File: src/rtl/mux_pipe_stage_pkg.sv
// Shared types and helpers for the registered N-to-1 select stage.
package mux_pipe_stage_pkg;

  typedef enum logic [1:0] {
    ST_EMPTY = 2'd0,
    ST_ONE   = 2'd1,
    ST_FULL  = 2'd2
  } stage_state_e;

  // Select width never collapses to zero, even for a 2-input (or degenerate) mux.
  function automatic int clog2_min1(input int n);
    return (n <= 2) ? 1 : $clog2(n);
  endfunction

endpackage

File: src/rtl/mux_pipe_stage_mux.sv
// Combinational indexed select; out-of-range indices yield DEFAULT_VAL.
module mux_n_to_1
  import mux_pipe_stage_pkg::*;
#(
  parameter int             N           = 4,
  parameter int             W           = 32,
  parameter int             SELW        = clog2_min1(N),
  parameter logic [W-1:0]   DEFAULT_VAL = '0
)(
  input  logic [N*W-1:0]  i_data,
  input  logic [SELW-1:0] i_sel,
  output logic [W-1:0]    o_data
);

  // Only the matching slice is routed, so X on unselected inputs cannot leak.
  always_comb begin
    o_data = DEFAULT_VAL;
    for (int i = 0; i < N; i++) begin
      if (i_sel == SELW'(i)) begin
        o_data = i_data[i*W +: W];
      end
    end
  end

endmodule

File: src/rtl/mux_pipe_stage.sv
// Registered N-to-1 select stage with valid/ready handshake, one-entry skid and flush.
//   state    | meaning
//   ST_EMPTY | main register invalid
//   ST_ONE   | main register valid, skid empty
//   ST_FULL  | main and skid valid, upstream stalled
module mux_pipe_stage
  import mux_pipe_stage_pkg::*;
#(
  parameter int             N           = 4,
  parameter int             W           = 32,
  parameter int             SELW        = clog2_min1(N),
  parameter logic [W-1:0]   DEFAULT_VAL = '0
)(
  input  logic            clk,
  input  logic            rst,
  input  logic [N*W-1:0]  in_data,
  input  logic [SELW-1:0] in_sel,
  input  logic            in_valid,
  output logic            in_ready,
  input  logic            flush,
  output logic [W-1:0]    out_data,
  output logic [SELW-1:0] out_sel,
  output logic            out_valid,
  input  logic            out_ready
);

  stage_state_e    r_state;
  logic            r_in_ready;
  logic            r_out_valid;
  logic [W-1:0]    r_main_data;
  logic [SELW-1:0] r_main_sel;
  logic [W-1:0]    r_skid_data;
  logic [SELW-1:0] r_skid_sel;

  logic [W-1:0]    w_sel_data;
  logic            w_accept;

  mux_n_to_1 #(
    .N           (N),
    .W           (W),
    .SELW        (SELW),
    .DEFAULT_VAL (DEFAULT_VAL)
  ) u_mux (
    .i_data (in_data),
    .i_sel  (in_sel),
    .o_data (w_sel_data)
  );

  assign w_accept = in_valid & r_in_ready & ~flush;

  always_ff @(posedge clk) begin
    if (rst) begin
      r_state     <= ST_EMPTY;
      r_in_ready  <= 1'b1;
      r_out_valid <= 1'b0;
      r_main_data <= '0;
      r_main_sel  <= '0;
      r_skid_data <= '0;
      r_skid_sel  <= '0;
    end else if (flush) begin
      // Held data is left in place; it is invisible once out_valid drops.
      r_state     <= ST_EMPTY;
      r_in_ready  <= 1'b1;
      r_out_valid <= 1'b0;
    end else begin
      unique case (r_state)
        ST_EMPTY: begin
          if (w_accept) begin
            r_state     <= ST_ONE;
            r_out_valid <= 1'b1;
            r_main_data <= w_sel_data;
            r_main_sel  <= in_sel;
          end
        end
        ST_ONE: begin
          if (w_accept && out_ready) begin
            r_main_data <= w_sel_data;
            r_main_sel  <= in_sel;
          end else if (w_accept) begin
            r_state     <= ST_FULL;
            r_in_ready  <= 1'b0;
            r_skid_data <= w_sel_data;
            r_skid_sel  <= in_sel;
          end else if (out_ready) begin
            r_state     <= ST_EMPTY;
            r_out_valid <= 1'b0;
          end
        end
        ST_FULL: begin
          if (out_ready) begin
            r_state     <= ST_ONE;
            r_in_ready  <= 1'b1;
            r_main_data <= r_skid_data;
            r_main_sel  <= r_skid_sel;
          end
        end
        default: begin
          r_state     <= ST_EMPTY;
          r_in_ready  <= 1'b1;
          r_out_valid <= 1'b0;
        end
      endcase
    end
  end

  assign in_ready  = r_in_ready;
  assign out_valid = r_out_valid;
  assign out_data  = r_main_data;
  assign out_sel   = r_main_sel;

endmodule

File: config.mk
export PLATFORM = sky130hd
export DESIGN_NAME = mux_pipe_stage
export DESIGN_NICKNAME = d
export VERILOG_FILES = /design/src/rtl/mux_pipe_stage_pkg.sv /design/src/rtl/mux_pipe_stage_mux.sv /design/src/rtl/mux_pipe_stage.sv
export SDC_FILE = /design/constraint.sdc
export NUM_CORES = 1
export LEC_CHECK = 0
export CAP_MARGIN = 20
export CORE_ASPECT_RATIO = 1.1
export CORE_MARGIN = 4
export CORE_UTILIZATION = 43
export CTS_BUF_LIST = sky130_fd_sc_hd__clkbuf_4 sky130_fd_sc_hd__clkbuf_8
export DETAILED_ROUTE_END_ITERATION = 6
export PLACE_DENSITY = 0.88
export REMOVE_ABC_BUFFERS = 1
export SYNTH_ARGS = -nofsm -noshare
export SYNTH_HDL_FRONTEND = slang
export SYNTH_SLANG_ARGS = --single-unit
File: constraint.sdc
create_clock -name clk -period 2 [get_ports clk]
set_clock_uncertainty 0.05 [all_clocks]
set_input_delay 0.3 -clock clk [delete_from_list [all_inputs] [get_ports clk]]
set_output_delay 0.3 -clock clk [all_outputs]
set_load 0.01 [all_outputs]
==> results.md <==
* Outcome: finished clean
* CTS tree: built
* Row count at 35
* Signal arrival time at the worst endpoint at 1.39 ns
* CTS buffer count at 9
* Die height at 105.4 um
* Starting density of the core at 44.08%
* Max-slew headroom at 59.88%
* Setup repair bufs after CTS at 0
* Maxcap violations at 0
* WL per Instance at 15.95 um
* I/O Pins at 171
* Final global-route overflow total at 0
* Number of antenna diodes at 0
* Fin nets at 667
* Fmax at 0.5758 GHz
* Period utilization at 86.84%
* Clk root buf: clkbuf_8
* Syn-to-layout area delta at 54.96%
* Pre-antenna DRT Iters at 4
* Main combinational cell family by area after synthesis: multiplexers
* GP Congestion at 0.7102
* Worst path slowest cell: clkdlybuf4s50_1
* Skew-Pair Late Insertion Delay at 0.34 ns
* Hold-fix buffers at CTS at 0
* Slowest cell delay on critical path at 0.59 ns
* # DRC at 0
* Final hold violation count at 0
* Clock transition at the registers of the reported paths at 0.08 ns
* Die area at 10170 um2
* Bufs on Longest Clock Path at 2
* Setup CP Type: flip-flop to primary output
* Mapped Cells at 371
* Post-detail-place hpwl at 7856 um
* Clock H-tree levels at 3
* Crit-path cells: clkdlybuf4s50_1
* 1st-iter DRT viols at 116
* YS warnings at 0
* Data required, critical path at 1.65 ns
* Peak VDD IR at 0.3194 mV
* Post-synthesis register bit count at 72
* Post-route ant nets at 0
* Leakage at 2.207 nW
* Post-Synth Adder-Cell Area at 0%
* Share of cells above drive strength 1 at 12.85%
* Core Area at 8408 um2
* Post-synthesis sequential area ratio at 38.89%
* Setup TNS at 0 ns
* Initial antenna violation count at 0
* CP top delay family: buffers and inverters
* Via density at 5.352
* Final worst slack at 0.2632 ns
* Simple-gate share of the synthesized area at 13.74%
* Complex-gate fraction of the synthesized area at 13.47%
* GRT Total Usage at 20.64%
* First-pass GRT wire length at 16420 um
* Synth cell types at 27
* RSZ-0062 raised after global routing: false
* Pin count of the biggest net entering global routing at 43
* CP startpoint kind: flip-flop
* Mux contribution to synthesized area at 28.09%
* CTS Sinks at 72
* Pre-CTS WS at -0.03079 ns
* Worst Path Max Fanout at 8
* Critical Path End Type: primary output
* PortBufs at 170
* Total wire length at 10340 um
* Worst hold path type: input pin to flip-flop
* Synth Area in XOR/XNOR at 0%
* Vias post-DR at 3468
* Final setup fails at 0
* Mapped Area at 3706 um2
* Max-slew violation count at 0
* Minimum clock period after layout at 1.737 ns
* Pwr Density at 641.2 nW/um2
* Slew @ Worst Pin at 0.6017 ns
* Layout filler cell count at 622
* Die width at 96.52 um
* Post-CTS Resized at 0
* Synthesized area per cell at 9.989 um2
* CP bufs+invs at 1
* Vias in the first global route at 3556
==> cells in the mapped netlist <==
master / instances / area share, %
a211oi_1: 32 / 6.5
o21a_1: 1 / 0.20
buf_2: 13 / 1.8
o21ai_0: 2 / 0.27
nor4_1: 1 / 0.17
a311oi_1: 3 / 0.71
mux2i_1: 32 / 8.6
a31oi_2: 1 / 0.34
nand4b_1: 1 / 0.24
nand2_1: 73 / 7.4
nor2b_1: 1 / 0.17
dfxtp_1: 72 / 39
clkbuf_4: 2 / 0.41
a21oi_1: 36 / 4.9
nand2b_1: 2 / 0.34
buf_4: 4 / 0.81
buf_6: 6 / 1.8
o21bai_1: 2 / 0.41
a21boi_0: 1 / 0.20
or3_1: 1 / 0.17
and3_1: 1 / 0.17
nand3b_1: 3 / 0.61
mux4_2: 32 / 19
nor2_1: 37 / 3.7
clkbuf_1: 10 / 1.0
nand4bb_1: 1 / 0.30
nor3_4: 1 / 0.44
==> report_power, final <==
part           total [mW]  switching, mW  leakage (nW)  internal [mW]
sequential           1.54         0.0374         0.588           1.50
combinational       0.836          0.304          1.51          0.532
clock                1.31          0.567         0.113          0.741
total                3.68          0.908          2.21           2.77
==> worst paths after layout <==
path | startpoint | to | slack (ns) | cells after the start
max | in_ready | in_ready | 0.26 | 1
min | in_sel[1] | r_skid_sel[1] | 0.39 | 4
max reg2reg | r_state[1] | out_data[22] | 0.32 | 5
min reg2reg | r_skid_data[2] | r_skid_data[2] | 0.40 | 2
==> stage by stage <==
stage | hold WS, ns | util, % | power [mW] | cells | cell area [um2]
floorplan | 0.3191 | - | 1.882 | 336 | 3491
global placement | 0.3867 | 65.60 | 2.385 | 632 | 5515
detailed placement | 0.3925 | 65.60 | 2.413 | 632 | 5515
CTS | 0.3802 | 68.30 | 3.715 | 648 | 5743
global route | 0.4032 | 68.30 | 3.842 | 648 | 5743
finish | 0.3892 | 68.30 | 3.682 | 648 | 5743
==> cell type report <==
type                       count  area [um2]  share of cell area, %
multi-input combinational    264        2061                  35.88
timing repair buffer         185        1874                  32.64
sequential                    72        1441                  25.10
tap                          111       138.9                  2.418
clock buffer                  10       137.6                  2.397
clock inverter                 6       90.09                  1.569
==> cells by family (layout without fill, tap and decap cells) <==
family / Yosys count / after routing
and+or+nand+nor: 122 / 122
AOI/OAI and AO/OA: 78 / 78
DFF: 72 / 72
muxes: 64 / 64
buffers and inverters: 35 / 201
==> cell usage in the layout (no fill, tap or decap), types with 2 or more instances in the layout <==
master	count
a211oi_1	32
a21oi_1	36
a311oi_1	3
buf_12	6
buf_2	3
buf_4	9
bufinv_16	2
clkbuf_8	10
clkdlybuf4s50_1	167
dfxtp_1	72
mux2i_1	32
mux4_2	32
nand2_1	73
nand3b_1	3
nor2_1	37
o21ai_0	2
o21bai_1	2
==> state kept, by name, indices dropped and copies added, names as in the netlist <==
register and count:
r_skid_data 32, out_sel 2, r_skid_sel 2, out_valid 1
out_data 32, in_ready 1, r_state 2
==> layer usage <==
metal / up-vias / track usage [%] / share of wire [%]
met5: - / 0 / 0
met4: 0 / 9.519 / 2.6
met3: 21 / 5.425 / 8.2
met2: 137 / 35.75 / 52
met1: 1630 / 23.14 / 37
li1: 1680 / - / -
Power figures use the tool's default switching activity.
